## src/rtl/uart_tx_framer.sv

```systemverilog
// UART transmitter: configurable data width, parity and stop bits, with a
// one-entry holding register so consecutive frames leave with no idle gap.
module uart_tx_framer #(
    parameter int CLK_FREQ  = 100_000_000,
    parameter int BAUD      = 115200,
    parameter int DATA_BITS = 8,
    parameter int PARITY    = 0,
    parameter int STOP_BITS = 1
) (
    input  logic                 clk,
    input  logic                 rst,
    input  logic [DATA_BITS-1:0] tx_data,
    input  logic                 tx_valid,
    output logic                 tx_ready,
    output logic                 uart_tx,
    output logic                 busy,
    output logic                 frame_done
);
    localparam int DIVISOR = CLK_FREQ / BAUD;
    localparam int BAUD_W  = $clog2(DIVISOR);
    localparam int BIT_W   = $clog2(DATA_BITS);

    localparam logic [BAUD_W-1:0] BAUD_LAST = BAUD_W'(DIVISOR - 1);
    localparam logic [BAUD_W-1:0] BAUD_PRE  = BAUD_W'(DIVISOR - 2);
    localparam logic [BIT_W-1:0]  DATA_LAST = BIT_W'(DATA_BITS - 1);
    localparam logic [BIT_W-1:0]  STOP_LAST = BIT_W'(STOP_BITS - 1);

    typedef enum logic [2:0] {IDLE, START, DATA, PARITY_BIT, STOP} state_t;

    state_t               state;
    logic [DATA_BITS-1:0] hold;
    logic [DATA_BITS-1:0] shifter;
    logic                 hold_full;
    logic                 par_bit;
    logic [BAUD_W-1:0]    baud_cnt;
    logic [BIT_W-1:0]     bit_cnt;
    logic                 bit_end;
    logic                 last_stop;
    logic                 load_par;

    assign tx_ready  = !hold_full;
    assign bit_end   = (baud_cnt == BAUD_LAST);
    assign last_stop = (bit_cnt == STOP_LAST);
    // Parity is taken from the held payload so it is fixed before shifting starts.
    assign load_par  = (PARITY == 2) ? ~^hold : ^hold;

    always_ff @(posedge clk) begin
        if (rst) begin
            state      <= IDLE;
            hold       <= '0;
            hold_full  <= 1'b0;
            shifter    <= '0;
            par_bit    <= 1'b0;
            baud_cnt   <= '0;
            bit_cnt    <= '0;
            uart_tx    <= 1'b1;
            busy       <= 1'b0;
            frame_done <= 1'b0;
        end else begin
            // Registered pulse lands on the final cycle of the last stop bit.
            frame_done <= (state == STOP) && last_stop && (baud_cnt == BAUD_PRE);

            if (tx_valid && !hold_full) begin
                hold      <= tx_data;
                hold_full <= 1'b1;
            end

            if (state != IDLE)
                baud_cnt <= bit_end ? '0 : baud_cnt + BAUD_W'(1);

            case (state)
                IDLE: begin
                    if (hold_full) begin
                        state     <= START;
                        uart_tx   <= 1'b0;
                        busy      <= 1'b1;
                        shifter   <= hold;
                        par_bit   <= load_par;
                        hold_full <= 1'b0;
                        bit_cnt   <= '0;
                    end
                end
                START: begin
                    if (bit_end) begin
                        state   <= DATA;
                        uart_tx <= shifter[0];
                        bit_cnt <= '0;
                    end
                end
                DATA: begin
                    if (bit_end) begin
                        if (bit_cnt == DATA_LAST) begin
                            bit_cnt <= '0;
                            if (PARITY != 0) begin
                                state   <= PARITY_BIT;
                                uart_tx <= par_bit;
                            end else begin
                                state   <= STOP;
                                uart_tx <= 1'b1;
                            end
                        end else begin
                            bit_cnt <= bit_cnt + BIT_W'(1);
                            shifter <= shifter >> 1;
                            uart_tx <= shifter[1];
                        end
                    end
                end
                PARITY_BIT: begin
                    if (bit_end) begin
                        state   <= STOP;
                        uart_tx <= 1'b1;
                    end
                end
                STOP: begin
                    if (bit_end) begin
                        if (!last_stop) begin
                            bit_cnt <= bit_cnt + BIT_W'(1);
                        end else if (hold_full) begin
                            state     <= START;
                            uart_tx   <= 1'b0;
                            shifter   <= hold;
                            par_bit   <= load_par;
                            hold_full <= 1'b0;
                            bit_cnt   <= '0;
                        end else begin
                            state   <= IDLE;
                            busy    <= 1'b0;
                            bit_cnt <= '0;
                        end
                    end
                end
                default: state <= IDLE;
            endcase
        end
    end
endmodule
```

## config.mk

```make
export PLATFORM = sky130hd
export DESIGN_NAME = uart_tx_framer
export DESIGN_NICKNAME = d
export VERILOG_FILES = /design/src/rtl/uart_tx_framer.sv
export SDC_FILE = /design/constraint.sdc
export NUM_CORES = 1
export LEC_CHECK = 0
export CAP_MARGIN = 10
export CORE_MARGIN = 5
export CORE_UTILIZATION = 45
export DETAILED_ROUTE_END_ITERATION = 10
export PLACE_DENSITY = 0.7
export SETUP_SLACK_MARGIN = 0.1
export SLEW_MARGIN = 5
export SYNTH_ARGS = -nofsm -noshare
export SYNTH_HDL_FRONTEND = slang
export SYNTH_SLANG_ARGS = --single-unit
```

## constraint.sdc

```tcl
create_clock -name clk -period 3.5 [get_ports clk]
set_input_delay 0.525 -clock clk [delete_from_list [all_inputs] [get_ports clk]]
set_output_delay 0.525 -clock clk [all_outputs]
set_load 0.01 [all_outputs]
```

======== Word level (Yosys, flattened, before mapping) ========
Index checks and enable logic that the tools add are counted.
cells by class
  add/sub/neg operators ................... 2
  multipliers ............................. 0
  div/mod/pow operators ................... 0
  magnitude comparators ................... 0
  equal/unequal tests ..................... 16
  shift operators ......................... 0
  muxes and demuxes ....................... 41
  bitwise logic cells ..................... 0
  reductions and logical operators ........ 16
operator list
  operator               count
  $mux 8                 5
  $mux 3                 13
  $pmux 8 s3             1
  $eq 10x10->1 const B   2
  $ne 2x2->1 const B     9
  $mux 1                 16
  $pmux 3 s5             1
  $reduce_and 5->1       3
  $pmux 3 s4             1
  $add 10x1->10 const B  1
  $mux 10                1
  $reduce_and 7->1       1
  $eq 3x2->1 const B     2
  $eq 3x3->1 const B     2
  $logic_not 3->1        2
  $reduce_and 6->1       1
  $reduce_bool 3->1      2
  $pmux 1 s5             1
  $reduce_bool 5->1      1
  $pmux 1 s2             2
  $reduce_bool 4->1      1
  $add 3x1->3 const B    1
  $eq 3x1->1 const B     1
  $logic_and 1x1->1      3
  2 further kinds        2
word-level totals
  bits in registers ....................... 36
  bits in latches ......................... 0
  RAM bits ................................ 0
  ROM bits ................................ 0
  input bits .............................. 11
  output and inout bits ................... 4
  word-level logic and storage cells ...... 84
  memories ................................ 0

======== Logic depth before layout (Yosys ltp) ========
Gate-level depths: netlist (run 1).
  depth after elaboration ................. 7
  mapped depth ............................ 6
  depth with buffers taken out ............ 6

======== Worst setup path after synthesis (run 1) ========
Ideal clock, no wire load.
  path kind ............................... register to register
  start point ............................. register baud_cnt[2]
  end point ............................... register uart_tx
  library setup time ...................... 122 ps
  arrival ................................. 1568 ps
  data required time ...................... 3378 ps
  path slack .............................. 1810 ps
  cell stages (with the launch flop) ...... 5
  path buffers ............................ 0
  period minus slack after synthesis ...... 1690 ps
  path through ............................ dfxtp_1 -> nor4b_4 -> nand3_4 -> or3_1 -> a311o_1
on the way
  longest elaborated chain between the ends .. 3
  elaborated cells between the ends (all ways) .. 6
  classes of those cells .................. eq/ne (5); reduce/logical (1)
RTL lines
  what                          line  RTL
  start: declaration            35    logic [BAUD_W-1:0] baud_cnt;
  start signal: assignment      69    baud_cnt <= bit_end ? '0 : baud_cnt + BAUD_W'(1);
  $eq 10x10->1 *                42    assign bit_end = (baud_cnt == BAUD_LAST);
  $ne 2x2->1 (no line)          n/a
  $reduce_and 6->1 (no line) *  n/a
  end signal: assignment        86    uart_tx <= shifter[0];
  end signal: assignment        96    uart_tx <= par_bit;
  end signal: assignment        104   uart_tx <= shifter[1];
  end: declaration              15    output logic uart_tx,
Every way passes the cells marked *; elsewhere a longest branch is shown, timed or not.
A chain may end at the register's enable or synchronous reset.

==> results.md, run 1 <==
* Max Fclk at between 500 and 600 MHz
* Req. time, crit path at around 3700 ps
* First-pass GRT wire length at ~6 mm
* Pwr Total at 904 uW
* Post-Layout Cell Count at approximately 270
* GRT overflow at 0
* Post-DP HPWL at ~2.4 mm
* Endpoint class of the critical path: flop
* VDD IR max at roughly 0.00023 V
* Leak pwr at 0.000787 uW
* Via density at roughly 5.3
* Placement row count at 23
* Antenna diodes at 0
* Synth Warn # at 0
* Min-delay src: busy$_SDFFE_PP0P_
* Yosys cell types at 42
* CTS Hold Bufs at 0
* IO buf count at 14
* Total clock sinks at 36
* FF-to-FF Start: state[0]$_SDFFE_PP0P_
* Final GP Congestion at roughly 0.76
* Final wirelength at 3.37 mm
* Largest net degree at the start of global routing at 26
* Die Area at around 5500 um^2
* Postcts setup bufs at 0
* Clk Latency, worst-skew pair at 290 ps
* Die X at between 70 and 80 um
* TritonCTS Buffers at 5
* DRC Markers at 0
* Max-cap violations at 0
* Slowest CP cell: clkdlybuf4s50_1
* Root buffer cell: clkbuf_8
* Filler instances at roughly 390
* Initial antenna violation count at 0
* Reg clk slew, reported paths at approximately 80 ps
* Normalized max-slew margin at 0.407
* Placed cells at 258
* Post-route ant nets at 0
* H-tree depth at 2
* Critical path origin: rst
* CP startpoint kind: primary input
* Initial drt markers at 64
* RSZ-0062 raised after global routing: no
* Setup TNS at 0 ps
* Synth Instances at slightly above 200
* Mapped cell area at between 1500 and 2000 um^2
* Worst EP arrival at 2150 ps
* Status: completed
* Total GRT Usage at 0.139
* CP cell instances: clkdlybuf4s50_1 > buf_4 > nor2b_1 > mux2_2
* DIE HEIGHT at about 74 um
* Post-DP Area at approximately 2000 um^2
* DR vias at 1405
* Area Overhead vs Synth at 15.7%
* Max Slew Vio Count at 0
* Placeable Area at about 4000 um^2
* Initial Util at 0.467
* Crit Path Class: in -> reg
* Max Fanout on Critical Path at 25
* Fin crit period at ~2000 ps
* Final net count at roughly 230
* Fin. Hold Viols at 0
* Clock Tree Buf Depth at 2
* Fin util at 0.541
* HP Class: reg -> reg
* Ys flop type: dfxtp_1
* Period utilization at 0.563
* Post-synth EDFFs at 0
* Worst Skew at 4.38 ps
* Worst Tran Pin Value at ~890 ps
* WL/cell at 12.7 um
* I/O pins at 15
* Yosys reg bits at 36
* CTS tree: yes
* Share of cells above drive strength 1 at 0.125
* Design Area, Final at ~2200 um^2
* Post-synthesis net count at 218
* Final setup violation count at 0
* CP bufs+invs at 2
* Crit path max-delay family: buffers and inverters
* P per Cell Area at 418 nW/um^2
* Resized Gates After CTS at 0
* Register area share after synthesis at 0.386
* Async SR Flop Fraction at 0
* Slowest stage delay, CP at approximately 1000 ps
* Vias in the first global route at about 1300
* Syn Area/Cell at 9.25 um^2
* DR pass1 iterations at 4
## registers in the layout, indices dropped and copies added, names as in the netlist
register / count
state: 3
bit_cnt: 3
shifter: 8
uart_tx: 1
hold_full: 1
hold: 8
baud_cnt: 10
frame_done: 1
busy: 1
## per-layer routing
| layer | GRT usage | vias up | wire length (um) | part of all wire |
|---|---|---|---|---|
| met5 | 0 | - | 0 | 0 |
| met1 | 0.169 | 645 | 1550 | 0.46 |
| met2 | 0.230 | 19 | 1630 | 0.48 |
| met3 | 0.0473 | 4 | 142 | 0.042 |
| met4 | 0.0474 | 0 | 42 | 0.012 |
| li1 | - | 737 | - | - |
## path summary, 6_finish.rpt
check	endpoint	cells after the start	slack (ps)
min	busy$_SDFFE_PP0P_	2	500
min reg2reg	busy$_SDFFE_PP0P_	2	500
max reg2reg	shifter[6]$_SDFFE_PP0P_	4	1590
max	shifter[0]$_SDFFE_PP0P_	4	1530
## tightest hold or removal path, cell delays in order (launching register included)
cell      delay (ps)
dfxtp_1          330
o41ai_1           70
a211oi_1          60
## final cells by class
type	count	area (um^2)	share of cell area
Timing Repair Buffer	16	155	0.0718
Multi-Input combinational cell	149	1080	0.501
Inverter	7	26.3	0.0122
Clock inverter	3	46.3	0.0214
Tap cell	50	62.6	0.0289
Sequential cell	36	721	0.333
Clock buffer	5	68.8	0.0318
## where the power goes
group	leakage (uW)	switching (uW)	internal [uW]
registers	0.000293	14.5	425
logic	0.000440	44.7	50.3
clock network	0.0000548	155	214
## stage by stage
step / setup slack (ps) / hold slack, ps
global placement: 1230 / 466
global route: 1410 / 538
finish: 1530 / 499
CTS: 1510 / 500
floorplan: 1810 / 452
detailed placement: 1200 / 490
## layout by cell type (no fill, tap or decap), types with 5 or more instances in the layout
master / n
dfxtp_1: 36
nor2_1: 33
mux2i_1: 19
clkdlybuf4s50_1: 14
nor2b_1: 12
inv_1: 7
o21ai_0: 7
mux2_2: 7
nand2b_1: 6
a211oi_1: 5
nand2_1: 5
ha_1: 5
clkbuf_8: 5
## logic make-up (layout without fill, tap and decap cells)
group                    Yosys count  after routing  synth area share
adder cells (fa/ha/maj)            6              6            0.0388
XOR/XNOR                           8              8            0.0375
AND/OR/NAND/NOR                   83             83             0.252
AO/OA/AOI/OAI                     26             26             0.106
multiplexers                      26             26             0.144
flip-flops                        36             36             0.386
buffers and inverters             17             31            0.0355
## Yosys cell counts (all sizes together) (2+ instances only)
cell type | number | share of area
a41o | 2 | 0.011
inv | 7 | 0.014
nor2 | 33 | 0.066
nand3 | 4 | 0.017
o21ai | 7 | 0.019
nor3 | 5 | 0.016
nand2 | 5 | 0.010
xor2 | 4 | 0.019
a221oi | 2 | 0.013
or3 | 3 | 0.010
nor3b | 3 | 0.012
or2 | 2 | 0.0067
or3b | 3 | 0.014
dfxtp | 36 | 0.39
ha | 5 | 0.033
a21oi | 3 | 0.0080
clkbuf | 8 | 0.016
nand2b | 6 | 0.020
xnor2 | 4 | 0.019
nand4b | 2 | 0.0094
mux2i | 19 | 0.10
buf | 2 | 0.0054
nor2b | 12 | 0.040
mux2 | 7 | 0.042
a211oi | 5 | 0.020
(Power assumes the default switching activity.)
==> run 2: changes to the inputs <==
PLACE_DENSITY = 0.73   (was 0.7)
clock period = 1.6 ns   (was 3.5 ns; I/O delays follow)
==> run 2 against run 1 <==
  * The flow now finishes with violations (setup timing)
  * Via count grew 15%
  * Utilization up 13 points
  * Flip-flop and latch count unchanged
  * Combinational power increased to 3.3 times the previous value
  * Die area is the same
  * Register-to-register slack worse by 1600 ps
  * First-iteration DRC count rose by 140%
  * Largest power group unchanged
  * Highest routed layer unchanged
==> results.md, run 2 (same netlist as run 1, synthesis figures left out) <==
* Vias in the first global route at 1645 (was 1339)
* P per Cell Area at 708 nW/um^2 (was 418 nW/um^2)
* DIE HEIGHT at 74.5 um (unchanged)
* Placement row count at 23 (unchanged)
* Worst Tran Pin Value at 321 ps (was 888 ps)
* RSZ-0062 raised after global routing: yes (was no)
* VDD IR max at 0.000534 V (was 0.000226 V)
* Post-route ant nets at 0 (unchanged)
* Leak pwr at 0.00104 uW (was 0.000787 uW)
* Number of flip-flops in the largest register at 10 (unchanged)
* Largest Register: baud_cnt (unchanged)
* Final setup violation count at 6 (was 0)
* Placed cells at 295 (was 258)
* GRT overflow at 0 (unchanged)
* Reg clk slew, reported paths at 70 ps (was 80 ps)
* Filler instances at 301 (was 386)
* Fin. Hold Viols at 0 (unchanged)
* First-pass GRT wire length at 7.38 mm (was 5.98 mm)
* Placeable Area at 4000 um^2 (unchanged)
* Period utilization at 1.01
* DR vias at 1619 (was 1405)
* Final wirelength at 4.42 mm (was 3.37 mm)
* Met1 WL at 2.03 mm (was 1.55 mm)
* Met3 wire length at 215 um (was 142 um)
* Worst EP arrival at 1800 ps (was 2150 ps)
* Post-DP Area at 2330 um^2 (was 2050 um^2)
* Initial drt markers at 153 (was 64)
* H-tree depth at 2 (unchanged)
* Endpoint class of the critical path: flop (unchanged)
* Violated checks: setup timing
* CTS tree: yes (unchanged)
* Normalized max-slew margin at 0.785 (was 0.407)
* Metal2 WL at 2.09 mm (was 1.63 mm)
* Clk Latency, worst-skew pair at 290 ps (about the same)
* DRC Markers at 0 (unchanged)
* IO buf count at 14 (unchanged)
* Req. time, crit path at 1780 ps (was 3680 ps)
* Share of cells above drive strength 1 at 0.372 (was 0.125)
* CP startpoint kind: flop (was primary input)
* Post-Layout Cell Count at 308 (was 266)
* Most common cell after layout, fill and taps aside: buf_4 (was dfxtp_1)
* Final GP Congestion at 0.860 (was 0.760)
* Max-cap violations at 0 (unchanged)
* HP Class: reg -> reg (unchanged)
* Total GRT Usage at 0.172 (was 0.139)
* Initial antenna violation count at 0 (unchanged)
* Initial Util at 0.467 (unchanged)
* Clock Tree Buf Depth at 2 (unchanged)
* CTS Hold Bufs at 0 (unchanged)
* Top Layer Used: met4 (unchanged)
* Root buffer cell: clkbuf_8 (unchanged)
* Design Area, Final at 2670 um^2 (was 2160 um^2)
* Max Slew Vio Count at 0 (unchanged)
* Largest net degree at the start of global routing at 13 (was 26)
* Regs by FF count: baud_cnt: 10 flops, hold: 8 flops, shifter: 8 flops (unchanged)
* Crit Path Class: reg -> reg (was in -> reg)
* Hold_ws at 483 ps (was 499 ps)
* Final net count at 274 (was 231)
* Most frequent cells in the layout: buf_4 (39), dfxtp_1 (29), nor2_1 (27), mux2i_1 (19) (was dfxtp_1 (36), nor2_1 (33), mux2i_1 (19), clkdlybuf4s50_1 (14), nor2b_1 (12))
* Max Fclk at 616 MHz
* Area Overhead vs Synth at 42.6% (was 15.7%)
* I/O pins at 15 (unchanged)
* WL/cell at 14.3 um (was 12.7 um)
* DR pass1 iterations at 4 (unchanged)
* Fin util at 0.667 (was 0.541)
* Post-DP HPWL at 2.84 mm (was 2.43 mm)
* Total clock sinks at 36 (unchanged)
* Via density at 5.26 (was 5.28)
* Die X at 74.5 um (unchanged)
* Worst Skew at 5.93 ps (was 4.38 ps)
* Final worst setup slack at -22.3 ps (was 1530 ps)
* Status: finished, violations left (was completed)
* TritonCTS Buffers at 5 (unchanged)
* Max Fanout on Critical Path at 5 (was 25)
* Die Area at 5540 um^2 (unchanged)
* Fin crit period at 1620 ps
* Antenna diodes at 0 (unchanged)
==> run 2: changes by cell type in the layout (fill, tap and decap cells not counted), moves of 6 or more <==
cell / change
dfxtp_1: -7
mux2_4: +7
mux2_2: -7
nor2_1: -6
buf_4: +37
==> run 2: through the flow <==
| step | TNS, ps | power, uW | setup WS (ps) |
|---|---|---|---|
| 3_3_place_gp | -546 | 1230 | -77.8 |
| 2_1_floorplan | -193 | 1120 | -25.1 |
| 5_1_grt | -537 | 1960 | -71.6 |
| 3_5_place_dp | -959 | 1240 | -136 |
| 4_1_cts | -15.6 | 1870 | -15.6 |
| 6_report | -46.3 | 1890 | -22.3 |
==> run 2: path summary, 6_finish.rpt <==
path	start	end	slack, ps	cells past startpoint
worst max-delay path	baud_cnt[4]$_SDFFE_PP0N_	uart_tx$_SDFFE_PP1P_	-20	4
worst min-delay path	shifter[7]$_SDFFE_PP0P_	shifter[7]$_SDFFE_PP0P_	480	2
worst max register to register	baud_cnt[4]$_SDFFE_PP0N_	uart_tx$_SDFFE_PP1P_	-20	4
worst min register to register	shifter[7]$_SDFFE_PP0P_	shifter[7]$_SDFFE_PP0P_	480	2
==> run 2: what timing repair did <==
action	in CTS	in global routing
cloned	1	0
gates resized for setup	26	25
buffers inserted	3	2
endpoints found under the setup margin	22	27
pin swaps	6	12
==> run 2: worst max-delay path: stages, from the launching register on <==
cell and delay, ps:
dfxtp_4 350, nor4b_4 340, nand3_4 180, or3_1 330, a311o_1 310
==> run 2: area by class of cell <==
type	instances	area, um^2	share of cell area
Multi-Input combinational cell	150	1260	0.474
Sequential cell	36	737	0.276
Timing Repair Buffer	58	499	0.187
Clock buffer	6	72.6	0.0272
Tap cell	50	62.6	0.0235
Inverter	7	26.3	0.00985
Clock inverter	1	5.00	0.00188
==> run 2: where the power goes <==
part / internal [uW] / switching (uW) / total, uW
registers: 928 / 26.1 / 954
logic: 176 / 142 / 318
clock network: 296 / 318 / 614
==> run 2: layer usage <==
layer,vias to the layer above,track usage
met4,0,0.0652
met2,37,0.277
met1,757,0.220
met3,10,0.0473
li1,815,-
met5,-,0
